`src/rtl/aclk_pkg.sv`:
```
// aclk_pkg: shared types and limits for the alarm bank.
// State enum, stored-time struct, time-field bounds.
package aclk_pkg;

  typedef enum logic [1:0] {
    ST_IDLE,
    ST_RING,
    ST_SNOOZE
  } aclk_al_state_t;

  typedef struct packed {
    logic [4:0] hour;
    logic [5:0] min;
  } aclk_time_t;

  localparam logic [4:0] MAX_HOUR = 5'd23;
  localparam logic [5:0] MAX_MIN  = 6'd59;

  function automatic logic time_ok(
    input aclk_time_t t
  );
    return (t.hour <= MAX_HOUR) &&
           (t.min <= MAX_MIN);
  endfunction

endpackage

```
`src/rtl/aclk_al_channel.sv`:
```
// aclk_al_channel: one alarm slot.
// Stored time, validated load, match and pending flag.
module aclk_al_channel
  import aclk_pkg::*;
(
  input  logic       clk,
  input  logic       reset,
  input  logic       ld,
  input  aclk_time_t ld_time,
  input  logic       sec_tick,
  input  aclk_time_t cur_time,
  input  logic [5:0] cur_sec,
  input  logic       en,
  input  logic       clr,
  output logic       pending
);

  aclk_time_t al_time;
  logic       match;

  assign match = sec_tick && en &&
                 (cur_sec == 6'd0) &&
                 (cur_time == al_time);

  // stored time: out-of-range loads are dropped
  always_ff @(posedge clk) begin
    if (reset)
      al_time <= '0;
    else if (ld && time_ok(ld_time))
      al_time <= ld_time;
  end

  // pending: disable or arbiter clear wins over a match
  always_ff @(posedge clk) begin
    if (reset)
      pending <= 1'b0;
    else if (!en || clr)
      pending <= 1'b0;
    else if (match)
      pending <= 1'b1;
  end

endmodule

```
`src/rtl/aclk_alarm_bank.sv`:
```
// aclk_alarm_bank: NUM_AL alarm channels, one buzzer request.
// Optional snooze state built when ACLK_SNOOZE_EN is defined.
module aclk_alarm_bank
  import aclk_pkg::*;
#(
  parameter int NUM_AL         = 4,
  parameter int RING_TIMEOUT_S = 60,
  parameter int SNOOZE_MIN     = 5,
  parameter int AL_IDX_W       = $clog2(NUM_AL)
) (
  input  logic                clk,
  input  logic                reset,
  input  logic                sec_tick,
  input  logic [4:0]          cur_hour,
  input  logic [5:0]          cur_min,
  input  logic [5:0]          cur_sec,
  input  logic                LD_alarm,
  input  logic [AL_IDX_W-1:0] al_sel,
  input  logic [4:0]          al_hour,
  input  logic [5:0]          al_min,
  input  logic [NUM_AL-1:0]   AL_ON,
  input  logic                STOP_al,
  input  logic                SNOOZE,
  output logic                Alarm,
  output logic [AL_IDX_W-1:0] alarm_src,
  output logic [NUM_AL-1:0]   al_pending
);

  localparam int RING_W = $clog2(RING_TIMEOUT_S + 1);
  localparam logic [RING_W-1:0] RING_LAST =
    RING_W'(RING_TIMEOUT_S - 1);

  aclk_al_state_t      state;
  logic [RING_W-1:0]   ring_cnt;
  logic [NUM_AL-1:0]   clr_vec;
  logic [AL_IDX_W-1:0] first_idx;
  logic                stop_req;
  logic                ring_done;
  logic                end_ep;
  aclk_time_t          ld_time;
  aclk_time_t          cur_time;

  assign ld_time  = '{hour: al_hour, min: al_min};
  assign cur_time = '{hour: cur_hour, min: cur_min};

`ifdef ACLK_SNOOZE_EN
  localparam int SNZ_TICKS = SNOOZE_MIN * 60;
  localparam int SNZ_W     = $clog2(SNZ_TICKS + 1);
  localparam logic [SNZ_W-1:0] SNZ_LAST =
    SNZ_W'(SNZ_TICKS - 1);

  logic [SNZ_W-1:0] snz_cnt;
  logic             snz_done;

  assign snz_done = sec_tick && (snz_cnt == SNZ_LAST);
`else
  logic unused_snooze;

  assign unused_snooze = SNOOZE;
`endif

  assign stop_req  = STOP_al || !AL_ON[alarm_src];
  assign ring_done = sec_tick && (ring_cnt == RING_LAST);

  // lowest-index pending channel wins the next episode
  always_comb begin
    first_idx = '0;
    for (int i = NUM_AL - 1; i >= 0; i--)
      if (al_pending[i])
        first_idx = AL_IDX_W'(i);
  end

  // clear the serving channel when its episode ends
  always_comb begin
    end_ep = ((state == ST_RING) &&
              (stop_req || ring_done)) ||
             ((state == ST_SNOOZE) && stop_req);
    clr_vec = '0;
    for (int i = 0; i < NUM_AL; i++)
      clr_vec[i] = end_ep &&
                   (alarm_src == AL_IDX_W'(i));
  end

  for (genvar g = 0; g < NUM_AL; g++) begin : g_ch
    aclk_al_channel u_ch (
      .clk      (clk),
      .reset    (reset),
      .ld       (LD_alarm &&
                 (al_sel == AL_IDX_W'(g))),
      .ld_time  (ld_time),
      .sec_tick (sec_tick),
      .cur_time (cur_time),
      .cur_sec  (cur_sec),
      .en       (AL_ON[g]),
      .clr      (clr_vec[g]),
      .pending  (al_pending[g])
    );
  end

  // arbiter FSM with registered buzzer and source outputs
  always_ff @(posedge clk) begin
    if (reset) begin
      state     <= ST_IDLE;
      Alarm     <= 1'b0;
      alarm_src <= '0;
      ring_cnt  <= '0;
`ifdef ACLK_SNOOZE_EN
      snz_cnt   <= '0;
`endif
    end else begin
      case (state)
        ST_IDLE: begin
          if (|al_pending) begin
            state     <= ST_RING;
            alarm_src <= first_idx;
            ring_cnt  <= '0;
            Alarm     <= 1'b1;
          end
        end
        ST_RING: begin
          if (stop_req || ring_done) begin
            state <= ST_IDLE;
            Alarm <= 1'b0;
          end
`ifdef ACLK_SNOOZE_EN
          else if (SNOOZE) begin
            state   <= ST_SNOOZE;
            snz_cnt <= '0;
            Alarm   <= 1'b0;
          end
`endif
          else if (sec_tick)
            ring_cnt <= ring_cnt + 1'b1;
        end
`ifdef ACLK_SNOOZE_EN
        ST_SNOOZE: begin
          if (stop_req) begin
            state <= ST_IDLE;
            Alarm <= 1'b0;
          end else if (snz_done) begin
            state    <= ST_RING;
            ring_cnt <= '0;
            Alarm    <= 1'b1;
          end else if (sec_tick)
            snz_cnt <= snz_cnt + 1'b1;
        end
`endif
        default: begin
          state <= ST_IDLE;
          Alarm <= 1'b0;
        end
      endcase
    end
  end

endmodule

```
`config.mk`:
```
export PLATFORM = sky130hd
export DESIGN_NAME = aclk_alarm_bank
export DESIGN_NICKNAME = d
export VERILOG_FILES = /design/src/rtl/aclk_pkg.sv /design/src/rtl/aclk_al_channel.sv /design/src/rtl/aclk_alarm_bank.sv
export SDC_FILE = /design/constraint.sdc
export NUM_CORES = 1
export LEC_CHECK = 0
export BUFFER_PORTS_ARGS = -buffer_cell sky130_fd_sc_hd__buf_2
export CAP_MARGIN = 10
export CORE_MARGIN = 4
export CORE_UTILIZATION = 50
export CTS_CLUSTER_DIAMETER = 150
export CTS_CLUSTER_SIZE = 28
export DETAILED_ROUTE_END_ITERATION = 8
export GPL_TIMING_DRIVEN = 0
export PLACE_DENSITY = 0.69
export SLEW_MARGIN = 20
export SYNTH_ARGS = -nofsm -noshare
export SYNTH_HDL_FRONTEND = slang
export SYNTH_SLANG_ARGS = --single-unit
```
`constraint.sdc`:
```
create_clock -name clk -period 1.9 [get_ports clk]
set_input_delay 0.19 -clock clk [delete_from_list [all_inputs] [get_ports clk]]
set_output_delay 0.19 -clock clk [all_outputs]
set_load 0.1 [all_outputs]
```
==> results of run 1 <==
-- power breakdown --
part	total, mW	internal, mW	switching (mW)
Sequential	1.24	1.22	0.0178
Combinational	0.264	0.119	0.144
Clock	1.00	0.538	0.467
Total	2.51	1.88	0.629
-- cells in the final DEF, fill, tap and decap left out, types with 7 or more instances in the layout --
master / netlist / layout
dfxtp_1: 57 / 54
nor2_1: 53 / 53
mux2i_1: 44 / 44
xnor2_1: 44 / 44
buf_2: 3 / 37
clkbuf_1: 18 / 20
nand4_1: 14 / 14
clkbuf_8: 0 / 11
nand3_1: 9 / 9
nand2_1: 7 / 7
-- final cells by class --
type	count	share of cell area (%)
plain buffers	26	3.68
clock buffers	13	4.87
clock inverters	3	0.460
inverters	4	0.460
multi-input cells	216	47.4
flip-flops and latches	57	35.2
well taps	72	2.76
repair buffers	34	5.21
-- metrics by stage --
stage,total power [mW],util (%),hold WS (ns),area (sq um)
after detailed placement,1.53,56.1,0.475,3090
final,2.51,59.3,0.139,3260
after CTS,2.53,59.3,0.125,3260
after global routing,2.62,59.3,0.126,3260
after global placement,1.52,56.1,0.466,3090
after floorplan,1.44,-,0.334,2830
-- worst register-to-register path, stage by stage (launching register included) --
cell      delay [ns]
dfxtp_1         0.37
ha_1            0.23
nand4b_1        0.25
o211ai_1        0.31
nand2_1         0.11
o32a_1          0.30
-- worst min path at each step --
stage | startpoint | to | slack, ns | depth (start not counted)
finish | al_min[1] | g_ch[2].u_ch.al_time[1]$_SDFFE_PP0P_ | 0.14 | 3
global route | al_hour[2] | g_ch[2].u_ch.al_time[8]$_SDFFE_PP0P_ | 0.13 | 3
CTS | al_min[1] | g_ch[3].u_ch.al_time[1]$_SDFFE_PP0P_ | 0.12 | 3
detailed placement | g_ch[1].u_ch.pending$_SDFFE_PP0P_ | alarm_src[0]$_SDFFE_PP0P_ | 0.48 | 2
global placement | g_ch[1].u_ch.pending$_SDFFE_PP0P_ | alarm_src[0]$_SDFFE_PP0P_ | 0.47 | 2
floorplan | al_min[0] | g_ch[1].u_ch.al_time[0]$_SDFFE_PP0P_ | 0.33 | 2
-- cells by family (layout without fill, tap and decap cells) --
| group | after synthesis | in the layout |
|---|---|---|
| compound gates | 21 | 21 |
| xor+xnor | 44 | 44 |
| fa+ha+maj | 1 | 1 |
| buf+inv | 30 | 80 |
| flops | 57 | 57 |
| mux | 45 | 45 |
| simple gates | 105 | 105 |
-- registers in the layout, summed over array words and instances (netlist names) --
| signal | count |
|---|---|
| ring_cnt | 6 |
| Alarm | 1 |
| alarm_src | 2 |
| g_ch.u_ch.pending | 4 |
| g_ch.u_ch.al_time | 44 |
-- per-layer routing --
layer / track usage [%] / routed length [um] / up-vias
met2: 32.2 / 3120 / 55
met5: 0 / 0 / -
li1: - / - / 1136
met1: 25.3 / 3030 / 1074
met4: 8.92 / 124 / 0
met3: 6.05 / 335 / 10
==> flow_summary_export.csv, run 1 <==
group,metric,value,unit
synth,synthTopCellsByArea,"dfxtp_1 (40%), mux2i_1 (16%), xnor2_1 (14%)",
synth,synth_top_area_cell,"dfxtp_1",
layout,ff_latch_area,0.00115,sq mm
floorplanning,initial_core_util,51.3,%
floorplanning,coreArea,0.00551,sq mm
floorplanning,ios,47,
synth,syn-instance-count,303,
sta,layout_setup_ws,0.215,ns
synth,synth.distinct_cells,39,
layout,n_fill_cell,509,
sta,finalHoldViolations,0,
worst_setup_path,crit_start,"ring_cnt[0]$_SDFFE_PP0P_",
floorplanning,die_area,0.00691,sq mm
worst_setup_path,worst-path-buf-inv,0,
flow_run,drv_cap,0,
layout,area_growth,15.6,%
clock_network,htreeDepth,3,
worst_setup_path,cp_cell_sequence,"ha_1 > nand4b_1 > o211ai_1 > nand2_1 > o32a_1",
power_and_ir_drop,power_density,768,mW/mm^2
worst_setup_path,worstSetupStartpointType,"flop",
placement,dp.cells,409,
grt,grtUsageTotal,20.2,%
synth,synth_compound_area_share,5.81,%
worst_setup_path,cp_slowest_stage_delay,0.37,ns
sta,setup_tns,0,ns
grt,grt_max_degree,11,
clock_network,cts_resized,0,
worst_setup_path,reg2reg_from,"ring_cnt[0]$_SDFFE_PP0P_",
clock_network,cts.clk_slew.worst_paths,0.07,ns
grt,gr-total-overflow,0,
run_status,status,"complete, no violations",
power_and_ir_drop,ir_drop,0.433,mV
floorplanning,die_w,83.1,um
synth,synth_top_family_by_area,"simple AND/OR/NAND/NOR gates",
synth,synth.most_common_cell,"dfxtp_1",
synth,synth_mux_area_share,16.4,%
worst_setup_path,path_delay_family,"compound AO/OA/AOI/OAI gates",
layout,drive_gt1_share,17.6,%
hold_path,hp-class,"in -> reg",
placement,place_ws,0.227,ns
worst_setup_path,rr_worst_depth,5,
detailed_routing,vias,2275,
floorplanning,fp.dieH,83.1,um
grt,antenna_found_initial,0,
synth,synthSimpleGateAreaFrac,18.5,%
synth,synth_edf_count,0,
detailed_routing,avgViaCountPerCell,5.35,
sta,period_needed,1.68,ns
clock_network,postCtsSetupBuffers,0,
detailed_routing,drc,0,
grt,grt_pass1_wl,11.0,mm
synth,yosysSeqAreaShare,40.4,%
layout,post_layout_nonfiller_instances,425,
synth,synth_xor_area_share,13.7,%
placement,place_hpwl,4.90,mm
worst_setup_path,path_class,"reg -> reg",
clock_network,hold_buffers,0,
clock_network,insertion_delay,0.34,ns
detailed_routing,wl_per_cell,15.6,um
sta,tightest_slew,0.584,ns
clock_network,clkSinkCount,57,
layout,multi_input_area,0.00155,sq mm
placement,numPortBuffers,34,
synth,syn_area,0.00282,sq mm
grt,grt_pass1_vias,2246,
clock_network,clockBufferDepth,2,
worst_setup_path,worstPathArrival,1.91,ns
synth,synth_top_area_share,40.4,%
synth,yosys_warnings,0,
synth,synthArstFlopShare,0,%
worst_setup_path,endpoint,"g_ch[0].u_ch.pending$_SDFFE_PP0P_",
layout,antenna_cells,0,
worst_setup_path,r2r_slack,0.22,ns
power_and_ir_drop,cellLeakagePower,1.39,nW
floorplanning,rows,27,
clock_network,cts-root-buf,"clkbuf_8",
sta,rsz0062_at_grt,"false",
worst_setup_path,rr_endpoint,"g_ch[0].u_ch.pending$_SDFFE_PP0P_",
sta,maxSlewViolCount,0,
sta,setup_violations,0,
synth,synth_seq_cells,57,
clock_network,cts_tree,"yes",
placement,gp_congestion,0.772,
layout,design.final.nets,389,
synth,ys.flop_type,"dfxtp_1",
synth,postSynthAreaPerCell,9.32,sq um
clock_network,numCtsBuffers,9,
sta,fin_skew,0.00860,ns
worst_setup_path,critPathSlowestCell,"dfxtp_1",
synth,synthAdderAreaFrac,0.443,%
detailed_routing,firstDrtPassIters,4,
worst_setup_path,crit_path_max_fanout,4,
sta,max-slew-margin-rel,61.0,%
detailed_routing,wl,6.62,mm
sta,fin_crit_sh,88.7,%
detailed_routing,dr.first_iter.drc_count,70,
worst_setup_path,crit_cells,5,
sta,fmax,0.593,GHz
synth,syn-num-nets,344,
detailed_routing,antenna_left,0,
worst_setup_path,required,2.13,ns
synth,synth_commonest_cells,"dfxtp_1 (57), nor2_1 (53), mux2i_1 (44), xnor2_1 (44), clkbuf_1 (18)",
worst_setup_path,crit_path_end_kind,"flop",
No activity file was read; power rests on OpenSTA's default activity.
==> run 2, diff against run 1 <==
Settings changed: SETUP_SLACK_MARGIN from default to 0.3.
==> run 2 against run 1 <==
  * Critical path depth did not move
  * Wire length increased by 2.4%
  * Non-clock buffer count is 4 higher
  * Worst hold slack better by 0.0061 ns
  * Clock skew fell by 0.0016 ns
  * Cell area grew 1.7%
  * Register-to-register slack better by 0.12 ns
  * Clock power about the same
  * Via count grew 1.1%
  * Utilization up 1.0 points
  * Sequential share of layout area decreased by 0.56 points
  * Critical path type unchanged
  * Highest routed layer unchanged
==> flow_summary_export.csv, run 2 (synthesis gave the netlist of run 1 again) <==
group,metric,value,unit
run_status,status,"complete, no violations",
layout,largest_register_ffs,44,
detailed_routing,drc,0,
clock_network,insertion_delay,0.34,ns
worst_setup_path,crit_path_max_fanout,5,
sta,max-slew-margin-rel,57.4,%
detailed_routing,wl,6.77,mm
power_and_ir_drop,swShare,24.2,%
sta,rsz0062_at_grt,"true",
detailed_routing,met2WireLength,3.15,mm
clock_network,cts-root-buf,"clkbuf_8",
clock_network,clkSinkCount,57,
clock_network,numCtsBuffers,9,
sta,whs,0.145,ns
layout,top_register,"g_ch.u_ch.al_time",
detailed_routing,wl_per_cell,15.8,um
floorplanning,rows,27,
layout,design.final.nets,394,
worst_setup_path,worstPathArrival,1.82,ns
sta,finalHoldViolations,0,
worst_setup_path,crit_start,"alarm_src[0]$_SDFFE_PP0P_",
power_and_ir_drop,power_density,758,mW/mm^2
clock_network,clockBufferDepth,2,
power_and_ir_drop,switching_power,0.609,mW
sta,fin_crit_sh,82.3,%
floorplanning,fp.dieH,83.1,um
sta,tightest_slew,0.639,ns
placement,place_hpwl,4.83,mm
layout,antenna_cells,0,
sta,setup_tns,0,ns
worst_setup_path,path_class,"reg -> reg",
clock_network,cts.clk_slew.worst_paths,0.06,ns
placement,gp_congestion,0.780,
power_and_ir_drop,ir_drop,0.501,mV
flow_run,drv_cap,0,
worst_setup_path,rr_worst_depth,5,
sta,fmax,0.639,GHz
power_and_ir_drop,cellLeakagePower,1.41,nW
layout,top_regs,"g_ch.u_ch.al_time (44), ring_cnt (6), g_ch.u_ch.pending (4)",
detailed_routing,dr.first_iter.drc_count,137,
detailed_routing,wl_met3,407,um
power_and_ir_drop,sequentialPowerShare,49.2,%
grt,grt_pass1_wl,10.9,mm
grt,grt_max_degree,11,
power_and_ir_drop,pwr-share-clk,40.2,%
floorplanning,coreArea,0.00551,sq mm
sta,setup_violations,0,
detailed_routing,vias,2301,
sta,period_needed,1.56,ns
grt,grtUsageTotal,20.0,%
detailed_routing,wl_met1,3.04,mm
floorplanning,ios,47,
worst_setup_path,worstSetupStartpointType,"flop",
worst_setup_path,reg2reg_from,"alarm_src[0]$_SDFFE_PP0P_",
worst_setup_path,endpoint,"ring_cnt[5]$_SDFFE_PP0P_",
hold_path,hp-class,"in -> reg",
grt,grt_pass1_vias,2252,
grt,antenna_found_initial,0,
placement,numPortBuffers,34,
worst_setup_path,crit_path_end_kind,"flop",
layout,layout_common_cells,"nor2_1 (53), dfxtp_1 (53), mux2i_1 (44), xnor2_1 (44), buf_2 (37)",
power_and_ir_drop,comb_power_share,10.6,%
layout,drive_gt1_share,19.1,%
worst_setup_path,r2r_slack,0.34,ns
clock_network,htreeDepth,3,
detailed_routing,avgViaCountPerCell,5.38,
grt,gr-total-overflow,0,
detailed_routing,antenna_left,0,
floorplanning,initial_core_util,51.3,%
detailed_routing,firstDrtPassIters,5,
worst_setup_path,required,2.16,ns
layout,area_growth,17.6,%
worst_setup_path,rr_endpoint,"ring_cnt[5]$_SDFFE_PP0P_",
detailed_routing,highest_layer,"met4",
floorplanning,die_w,83.1,um
floorplanning,die_area,0.00691,sq mm
sta,fin_skew,0.00700,ns
sta,maxSlewViolCount,0,
clock_network,cts_tree,"yes",
power_and_ir_drop,p_int,1.91,mW
## run 2: worst max-delay path, cell delays in order, from the launching register on
cell	delay, ns
dfxtp_4	0.35
mux4_2	0.35
buf_4	0.15
o211ai_4	0.10
or3_1	0.36
a31oi_1	0.17
## run 2: per-stage QoR
step	util (%)	worst slack [ns]	power [mW]	instance area [sq um]	cells
after detailed placement	56.1	0.243	1.53	3090	409
after global routing	60.3	0.264	2.62	3320	428
after floorplan	-	0.144	1.44	2830	303
after global placement	56.1	0.245	1.52	3090	409
after CTS	59.5	0.302	2.54	3280	425
final	60.3	0.335	2.52	3320	428
## run 2: worst min-delay path by stage
stage	slack, ns	cells after the start	start	to
floorplan	0.33	2	al_min[0]	g_ch[1].u_ch.al_time[0]$_SDFFE_PP0P_
global placement	0.46	2	g_ch[1].u_ch.pending$_SDFFE_PP0P_	alarm_src[0]$_SDFFE_PP0P_
detailed placement	0.48	2	ring_cnt[1]$_SDFFE_PP0P_	ring_cnt[1]$_SDFFE_PP0P_
CTS	0.13	3	al_hour[0]	g_ch[1].u_ch.al_time[6]$_SDFFE_PP0P_
global route	0.15	3	al_hour[0]	g_ch[1].u_ch.al_time[6]$_SDFFE_PP0P_
finish	0.14	3	al_min[0]	g_ch[0].u_ch.al_time[0]$_SDFFE_PP0P_
## run 2: metal layers
layer  track usage, %  up-vias
met5                0        -
met2             31.3       61
met3             4.96       13
met1             25.3     1082
li1                 -     1145
met4             10.5        0
## run 2: area by class of cell
type	count	area, sq um
fill	496	2190
multi-input combinational	217	1570
sequential	57	1150
timing repair buffer	38	204
clock buffer	14	173
buffer	26	120
tap	72	90.1
inverter	4	15.0
## run 2: power by group through the flow
stage	logic [mW]	clock network, mW	registers, mW
CTS	0.266	1.03	1.24
floorplan	0.174	0	1.26
detailed placement	0.263	0	1.26
global route	0.290	1.08	1.24
global placement	0.261	0	1.26
finish	0.266	1.01	1.24
## run 2: timing repair
item	CTS	global route
setup endpoints to repair	2	8
hold endpoints to repair	0	0
hold buffers	0	0
gates cloned	0	1
pin swaps	2	2
resized for setup	0	5
setup buffers	2	2
